File: src/rtl/sync_fifo_prog.sv
// Single-clock FIFO with any depth >= 2, runtime almost-full/almost-empty thresholds,
// a read-data valid strobe, and write-through-while-full when a read is taken in the same cycle.
module sync_fifo_prog #(
  parameter int DATA_WIDTH = 16,
  parameter int FIFO_DEPTH = 8,
  parameter int CW         = $clog2(FIFO_DEPTH + 1)
) (
  input  logic                  clk,
  input  logic                  rst,
  input  logic                  wr_en,
  input  logic [DATA_WIDTH-1:0] data_in,
  input  logic                  rd_en,
  input  logic [CW-1:0]         af_level,
  input  logic [CW-1:0]         ae_level,
  output logic [DATA_WIDTH-1:0] data_out,
  output logic                  rd_valid,
  output logic                  wr_ack,
  output logic                  overflow,
  output logic                  underflow,
  output logic                  full,
  output logic                  almostfull,
  output logic                  empty,
  output logic                  almostempty,
  output logic [CW-1:0]         count
);

  localparam int PW = (FIFO_DEPTH > 1) ? $clog2(FIFO_DEPTH) : 1;
  localparam logic [CW-1:0] DEPTH_C  = CW'(FIFO_DEPTH);
  localparam logic [PW-1:0] LAST_PTR = PW'(FIFO_DEPTH - 1);

  logic [DATA_WIDTH-1:0] mem [FIFO_DEPTH];
  logic [PW-1:0]         wr_ptr;
  logic [PW-1:0]         rd_ptr;
  logic [CW-1:0]         count_q;
  logic                  rd_acc;
  logic                  wr_acc;

  // Pointers wrap at FIFO_DEPTH-1, not at the binary boundary, so odd depths work.
  function automatic logic [PW-1:0] ptr_next(input logic [PW-1:0] p);
    return (p == LAST_PTR) ? '0 : p + PW'(1);
  endfunction

  assign rd_acc = rd_en && (count_q != '0);
  assign wr_acc = wr_en && ((count_q != DEPTH_C) || rd_acc);

  // Storage: data only, never reset.
  always_ff @(posedge clk) begin
    if (wr_acc) begin
      mem[wr_ptr] <= data_in;
    end
  end

  always_ff @(posedge clk) begin
    if (rst) begin
      wr_ptr    <= '0;
      rd_ptr    <= '0;
      count_q   <= '0;
      data_out  <= '0;
      rd_valid  <= 1'b0;
      wr_ack    <= 1'b0;
      overflow  <= 1'b0;
      underflow <= 1'b0;
    end else begin
      if (wr_acc) begin
        wr_ptr <= ptr_next(wr_ptr);
      end
      if (rd_acc) begin
        rd_ptr   <= ptr_next(rd_ptr);
        data_out <= mem[rd_ptr];
      end
      case ({wr_acc, rd_acc})
        2'b10:   count_q <= count_q + CW'(1);
        2'b01:   count_q <= count_q - CW'(1);
        default: count_q <= count_q;
      endcase
      rd_valid  <= rd_acc;
      wr_ack    <= wr_acc;
      overflow  <= wr_en && !wr_acc;
      underflow <= rd_en && !rd_acc;
    end
  end

  // Status flags follow the current occupancy and thresholds without lookahead.
  assign count       = count_q;
  assign full        = (count_q == DEPTH_C);
  assign empty       = (count_q == '0);
  assign almostfull  = (count_q >= af_level) && !full;
  assign almostempty = (count_q <= ae_level) && !empty;

endmodule

File: config.mk
export PLATFORM = sky130hd
export DESIGN_NAME = sync_fifo_prog
export DESIGN_NICKNAME = d
export VERILOG_FILES = /design/src/rtl/sync_fifo_prog.sv
export SDC_FILE = /design/constraint.sdc
export NUM_CORES = 1
export LEC_CHECK = 0
export BUFFER_PORTS_ARGS = -buffer_cell sky130_fd_sc_hd__buf_2
export CAP_MARGIN = 20
export CORE_MARGIN = 4
export CORE_UTILIZATION = 28
export CTS_CLUSTER_SIZE = 20
export DETAILED_ROUTE_END_ITERATION = 8
export SYNTH_ARGS = -nofsm -noshare
export SYNTH_HDL_FRONTEND = slang
export SYNTH_SLANG_ARGS = --single-unit
export TNS_END_PERCENT = 20
File: constraint.sdc
create_clock -name clk -period 6 [get_ports clk]
set_clock_uncertainty 0.15 [all_clocks]
set_input_delay 1.2 -clock clk [delete_from_list [all_inputs] [get_ports clk]]
set_output_delay 1.2 -clock clk [all_outputs]
set_load 0.05 [all_outputs]
Yosys cells after proc, flatten, opt, wreduce, memory -nomap -nowiden --
Memories as Yosys holds them, arrays and structs flattened. A register that Yosys moved wholly into a read port is not among the register bits. Cells that the tools add are included.
Storage, ports and cells: register bits after elaboration 14, memory bits (writable) 128, input bits 28, output and inout bits 28, logic and storage cells 39, memories kept 1
Operators by class: $add $sub $neg 4, $lt $le $gt $ge 2, equality and inequality tests 6, multiplexer cells 5, reduce and logical (&&, ||, !) cells 14
Memory list:
- mem | words 8, width 16, rd ports 1, clocked after memory_dff 1, write ports 1, RTL line 31 | logic [DATA_WIDTH-1:0] mem [FIFO_DEPTH];
Operators by type and width (count):
- case mux 4 bit (2 select lines) | 1
- adder 3 x 1 -> 3 bit (second input constant) | 2
- == test 3 bit (second input constant) | 2
- logical AND 1 bit | 6
- two-way mux 3 bit | 2
- adder 4 x 1 -> 4 bit (second input constant) | 1
- == test 4 bit (second input constant) | 1
- greater-or-equal comparator 4 bit | 1
- <= comparator 4 bit | 1
- zero test 1 bit | 4
- zero test 4 bit | 1
- != test 4 bit (second input constant) | 1
- nonzero test 4 bit | 1
- subtractor 4 x 1 -> 4 bit (second input constant) | 1
- == test 2 x 1 -> 1 bit (second input constant) | 1
- == test 2 bit (second input constant) | 1
- two-way mux 1 bit | 2
- nonzero test 2 bit | 1
- logical OR 1 bit | 1

Depth between registers and ports, before layout --
Gate-level depths: netlist of run 1.
depth after elaboration 6, mapped depth 8

Least setup slack after synthesis of run 1 --
Ideal clock, no wire load.
kind input -> output, start point in ae_level[1], end point out almostempty, arrival time 3.034 ns, required time 4.650 ns, slack 1.616 ns, cell stages on the path 6, cells stage by stage inv_1 > ha_1 > nor2b_1 > o21ai_0 > a21oi_1 > a211oi_1
On the way: word-level cells in the longest chain between the ends 2
Ends and longest elaborated chain:
- from (decl) | RTL line 14 | input logic [CW-1:0] ae_level,
- <= comparator 4 bit | RTL line 88 | assign almostempty = (count_q <= ae_level) && !empty;
- logical AND 1 bit | RTL line 88
- to (decl) | RTL line 23 | output logic almostempty,
Every way passes these cells.

Final worst setup path of run 1 --
Same ends and word-level chain as after synthesis.

==> impl_metrics.py, run 1 <==
metrics = {
    "sta": {
        "hold_slack_ns": 0.3428,
        "finalCriticalPeriod_ns": 3.850,
        "relSlewSlack": 0.3773,
        "rsz0062_at_grt": "false",
        "slew_violations": 0,
        "worst_pin_slew_ns": 0.9311,
        "timing.fmax_mhz": 259.7,
        "finalHoldViolCount": 0,
        "setup_viol": 0,
        "setup_tns_ns": 0,
        "finalCritPeriodShare": 0.6417,
    },
    "drt": {
        "ant_nets": 0,
        "firstDrtPassIters": 6,
        "routed_via_density": 4.713,
        "wl_um": 12970,
        "vias": 3384,
        "avgRoutedWirePerCell_um": 18.07,
        "drt_iter0_drc": 257,
        "drc": 0,
    },
    "power": {
        "p_sw_frac": 0.3069,
        "comb_power_share": 0.238,
        "p_sw_uw": 995.8,
        "p_int_uw": 2248,
        "powerDensity_nw_per_um2": 434.1,
        "seq_power_share": 0.413,
        "vdd_drop_max_mv": 0.1890,
        "clockPowerShare": 0.350,
        "p_leak_uw": 0.002574,
    },
    "logic_synthesis": {
        "ys.flop_type": "edfxtp_1",
        "synth_nets": 403,
        "synth_common_cells": "edfxtp_1, mux4_2, dfxtp_1, nor2_1, nor3_1",
        "synth.distinct_cells": 35,
        "yosys-top-cells-area": "edfxtp_1, mux4_2, dfxtp_1, ha_1, nor2_1",
        "synth-seq-area-share": 0.7196,
        "synth.most_common_cell": "edfxtp_1",
        "synthCells": 362,
        "synth_edf_count": 128,
        "synth_area_um2": 6176,
        "synth_seq_cells": 158,
        "syn_avg_cell_area_um2": 17.06,
        "async_flop_share": 0,
        "yosys_warnings": 0,
        "yosysTopAreaCellShare": 0.6224,
        "synth.largest_area_cell": "edfxtp_1",
    },
    "final_layout": {
        "area_delta_synth_final_pct": 21.01,
        "finalCoreUtilization": 0.3435,
        "num_antenna_cells": 0,
        "drive_gt1_frac": 0.3037,
        "layout.nets": 466,
    },
    "floorplan": {
        "std_cell_rows": 54,
        "start_util": 0.2839,
        "die_y_um": 156.5,
        "die_area_um2": 24500,
        "io_pins": 56,
        "core-area_um2": 21760,
        "die_w_um": 156.5,
    },
    "clocking": {
        "post_cts_resized": 0,
        "ctsHoldBuffers": 0,
        "cts-root-buf": "clkbuf_16",
        "cts_htree_levels": 4,
        "post_cts_buffers": 0,
        "cts_tree": "done",
        "clock_sinks": 158,
        "clkTransAtPathRegs_ns": 0.06,
        "clockBufferDepth": 2,
        "numCtsBuffers": 17,
        "clkLatencyLatePin_ns": 0.42,
    },
    "global_routing": {
        "antenna_found_initial": 1,
        "grt_pass1_wl_um": 19920,
        "grt_max_degree": 36,
        "grt_overflow": 0,
        "grt_pass1_vias": 3462,
        "grt_usage": 0.1099,
    },
    "critical_path": {
        "max_stage_delay_ns": 0.30,
        "critPathKind": "primary input to output port",
        "cp_num_buf_inv": 3,
        "critPathSlowestCell": "buf_2",
        "critical_path_arrival_ns": 2.50,
        "end_kind": "output port",
        "cp-start-kind": "primary input",
        "critPathTopFamily": "compound AO/OA/AOI/OAI gates",
        "path_cells": "buf_2 -> inv_1 -> ha_1 -> nor2b_1 -> o21ai_0 -> a21oi_1 -> a211oi_1 -> buf_2",
        "crit_fanout": 2,
        "cpMostUsedCell": "buf_2",
        "cp_data_required_time_ns": 4.65,
    },
    "min_path": {
        "worst_hold_path_type": "register to register",
    },
    "placed_design": {
        "hpwl_um": 7537,
        "portBuffers": 55,
        "place_congestion": 0.7485,
    },
    "run": {
        "maxCapViolCount": 0,
    },
    "run_status": {
        "status": "finished, final reports clean",
    },
}
-- per-layer routing --
metal | global-route usage | routed length, um
met1 | 0.1425 | 5876
met2 | 0.1738 | 6280
met3 | 0.03816 | 683
met4 | 0.03595 | 126
met5 | 0 | 7
-- layout by cell type (no fill, tap or decap), types with 2 or more instances in the layout --
master,instances
edfxtp_1,128
buf_2,55
mux4_2,32
nor2_1,28
dfxtp_1,28
nor3_1,17
clkbuf_16,17
o22ai_1,16
nand2_1,15
ha_1,13
inv_1,12
a21oi_1,7
o21ai_0,6
buf_4,6
nor3_4,4
a211oi_1,4
bufinv_16,4
clkbuf_1,4
nand2b_1,3
nand4_1,3
nor2b_1,3
mux2i_1,3
buf_8,3
nor3b_1,2
or3_1,2
xnor2_1,2
clkinv_4,2
clkbuf_8,2
dfxtp_2,2
-- worst paths after layout --
path,startpoint,endpoint,slack [ns],depth (start not counted)
setup / recovery,ae_level[1],almostempty,2.15,8
hold reg to reg,data_out[3]$_SDFFE_PP0N_,data_out[3]$_SDFFE_PP0N_,0.34,2
setup reg to reg,count[2]$_SDFFE_PP0P_,mem[4][6]$_DFFE_PP_,3.47,3
hold / removal,data_out[3]$_SDFFE_PP0N_,data_out[3]$_SDFFE_PP0N_,0.34,2
-- worst reg2reg max path, delay by kind of cell, from the launching register on --
family             cells  cell delay [ns]
and+or+nand+nor        2             1.13
AOI/OAI and AO/OA      1             0.24
DFF                    1             0.62
-- metrics by stage --
step,worst slack [ns],total power (uW),std cells,instance area [um^2]
finish,2.150,3244,718,7473
global route,2.100,3391,718,7473
CTS,2.157,3282,715,7428
detailed placement,2.161,2145,683,6802
global placement,2.241,2127,683,6802
floorplan,1.616,1952,362,6176
-- sequential cells by signal, summed over array words and instances, names as in the netlist --
signal     flops
rd_ptr         3
rd_valid       1
count          4
mem          128
underflow      1
wr_ack         1
wr_ptr         3
data_out      16
overflow       1
-- cell families after synthesis --
group                      count (synthesis)  share of synthesized area
AOI/OAI and AO/OA                         39                    0.04133
xor gates and xnor gates                   2                   0.002837
muxes                                     36                     0.1234
DFF                                      158                     0.7196
and+or+nand+nor                           82                    0.06321
adders and majority gates                 13                    0.02634
buffers and inverters                     32                    0.02330
-- power by group through the flow --
stage	logic (uW)	registers, uW	clock network (uW)
global placement	768	1360	0
floorplan	447	1510	0
global route	831	1350	1210
CTS	784	1340	1160
detailed placement	782	1360	0
finish	771	1340	1130
-- area by class of cell --
cell class	count	area, um^2
clock buffer	23	467.9
sequential	158	4447
tap	280	350.3
timing repair buffer	64	365.4
fill	2079	14280
clock inverter	9	158.9
inverter	12	45.04
multi-input combinational	172	1639
No activity file was read; power rests on OpenSTA's default activity.
==> run 2: changes to the inputs <==
==> constraint.sdc (replaced) <==
create_clock -name clk -period 3.98 [get_ports clk]
set_clock_uncertainty 0.15 [all_clocks]
set_input_delay 0.796 -clock clk [delete_from_list [all_inputs] [get_ports clk]]
set_output_delay 0.796 -clock clk [all_outputs]
set_load 0.05 [all_outputs]
==> run 2 against run 1 <==
  * Clock power is 48% higher
  * Sequential power is 55% higher
  * Via count is 1.0% higher
  * Sequential share of layout area is 0.40 points higher
  * Utilization is 0.23 points lower
  * Final area is 0.67% lower
  * Power is 50% higher
  * First-iteration DRC count is 4.3% lower
  * Critical path depth is 2 lower
  * Global-route usage is 0.68 points higher
  * Cell count is 0.28% higher
  * Largest power group unchanged
==> impl_metrics.py, run 2 (synthesis results as in run 1) <==
metrics = {
    "power": {
        "powerDensity_nw_per_um2": 656.8,
        "p_sw_uw": 1520,
        "p_sw_frac": 0.3118,
        "clockPowerShare": 0.342,
        "power.total_uw": 4875,
        "p_leak_uw": 0.002573,
        "comb_power_share": 0.232,
        "p_int_uw": 3355,
        "vdd_drop_max_mv": 0.3069,
        "seq_power_share": 0.426,
    },
    "run": {
        "maxCapViolCount": 0,
    },
    "run_status": {
        "status": "finished, final reports clean",
    },
    "floorplan": {
        "die_area_um2": 24500,
        "start_util": 0.2839,
        "io_pins": 56,
        "core-area_um2": 21760,
        "die_w_um": 156.5,
        "die_y_um": 156.5,
        "std_cell_rows": 54,
    },
    "placed_design": {
        "portBuffers": 55,
        "place_congestion": 0.7856,
        "hpwl_um": 8484,
        "place_area_um2": 6814,
    },
    "critical_path": {
        "critPathKind": "register to output port",
        "cp_data_required_time_ns": 3.03,
        "cp-startpoint": "count[1]$_SDFFE_PP0P_",
        "reg2reg_from": "count[0]$_SDFFE_PP0P_",
        "crit_end": "almostempty",
        "end_kind": "output port",
        "crit_fanout": 13,
        "r2r_cells": 4,
        "reg2reg_to": "mem[7][10]$_DFFE_PP_",
        "cp-start-kind": "register",
        "rrSetupSlack_ns": 1.53,
        "critical_path_arrival_ns": 2.31,
    },
    "sta": {
        "rsz0062_at_grt": "false",
        "setup_viol": 0,
        "finalCritPeriodShare": 0.8180,
        "relSlewSlack": 0.3906,
        "worst_pin_slew_ns": 0.9141,
        "timing.fmax_mhz": 307.2,
        "finalCriticalPeriod_ns": 3.256,
        "setup_tns_ns": 0,
        "finalHoldViolCount": 0,
        "slew_violations": 0,
    },
    "drt": {
        "route.met3.wl_um": 801,
        "routed_via_density": 4.749,
        "drc": 0,
        "routed.top_layer": "met4",
        "avgRoutedWirePerCell_um": 18.94,
        "firstDrtPassIters": 4,
        "vias": 3419,
        "met1_length_um": 5765,
        "drt_iter0_drc": 246,
        "dr_wl_met2_um": 6975,
        "wl_um": 13640,
        "ant_nets": 0,
    },
    "clocking": {
        "cts_tree": "done",
        "numCtsBuffers": 17,
        "clkLatencyLatePin_ns": 0.42,
        "post_cts_buffers": 0,
        "clkTransAtPathRegs_ns": 0.06,
        "ctsHoldBuffers": 0,
        "post_cts_resized": 0,
        "clockBufferDepth": 2,
        "cts_htree_levels": 4,
        "cts-root-buf": "clkbuf_16",
        "clock_sinks": 158,
    },
    "final_layout": {
        "fillers": 2080,
        "area_delta_synth_final_pct": 20.20,
        "largest_reg_flops": 128,
        "drive_gt1_frac": 0.3045,
        "num_antenna_cells": 0,
        "layout_common_cells": "edfxtp_1, buf_2, mux4_2",
        "final_area_um2": 7423,
        "largest-register": "mem",
        "layout.nets": 468,
        "final_common_cell": "edfxtp_1",
    },
    "global_routing": {
        "grt_pass1_wl_um": 21000,
        "grt_max_degree": 34,
        "grt_overflow": 0,
        "antenna_found_initial": 0,
        "grt_usage": 0.1168,
        "grt_pass1_vias": 3541,
    },
    "min_path": {
        "worst_hold_path_type": "register to register",
    },
}
## run 2: changes by cell type in the layout (fill, tap and decap cells not counted), sizes merged
| cell | before | now |
|---|---|---|
| buf | 64 | 66 |
| clkbuf | 23 | 21 |
| clkinvlp | 1 | 3 |
## run 2: cell type report
type                       count  area [um^2]  area share
timing repair buffer          66        357.8     0.04820
clock inverter                11        168.9     0.02275
tap                          280        350.3     0.04719
inverter                      12        45.04    0.006068
sequential                   158         4447      0.5990
multi-input combinational    172         1614      0.2174
clock buffer                  21        440.4     0.05933
## run 2: critical path, cell delays in order, from the launching register on
cell	delay, ns
dfxtp_1	0.62
ha_1	0.34
nor2b_1	0.13
o21ai_0	0.18
a21oi_1	0.09
a211oi_1	0.23
buf_2	0.30
## run 2: power groups by stage
stage                     clock network [uW]  logic, uW  registers (uW)
after floorplan                            0        673            2270
after global placement                     0       1120            2110
after detailed placement                   0       1140            2120
after CTS                               1710       1150            2090
after global routing                    1780       1220            2100
final                                   1670       1130            2080
## run 2: worst min path at each step
stage                              startpoint                         to  slack (ns)  depth (start not counted)
CTS                 data_out[13]$_SDFFE_PP0N_  data_out[13]$_SDFFE_PP0N_        0.34                          2
floorplan              rd_ptr[2]$_SDFFE_PP0N_     rd_ptr[2]$_SDFFE_PP0N_        0.35                          2
global placement    data_out[13]$_SDFFE_PP0N_  data_out[13]$_SDFFE_PP0N_        0.33                          2
finish              data_out[13]$_SDFFE_PP0N_  data_out[13]$_SDFFE_PP0N_        0.34                          2
detailed placement  data_out[13]$_SDFFE_PP0N_  data_out[13]$_SDFFE_PP0N_        0.33                          2
global route        data_out[13]$_SDFFE_PP0N_  data_out[13]$_SDFFE_PP0N_        0.38                          2
## run 2: stage by stage
step	setup slack [ns]	utilization	instances	hold WS, ns
2_1_floorplan	0.3737	-	362	0.3450
3_3_place_gp	0.9919	0.3132	688	0.3273
3_5_place_dp	0.8855	0.3132	688	0.3264
4_1_cts	0.7123	0.3412	720	0.3379
5_1_grt	0.5306	0.3412	720	0.3763
6_report	0.7244	0.3412	720	0.3353
## run 2: routing by layer
metal	vias up	GRT usage
met4	0	0.03099
met3	7	0.03319
li1	1552	-
met5	-	0
met1	1768	0.1509
met2	92	0.1942
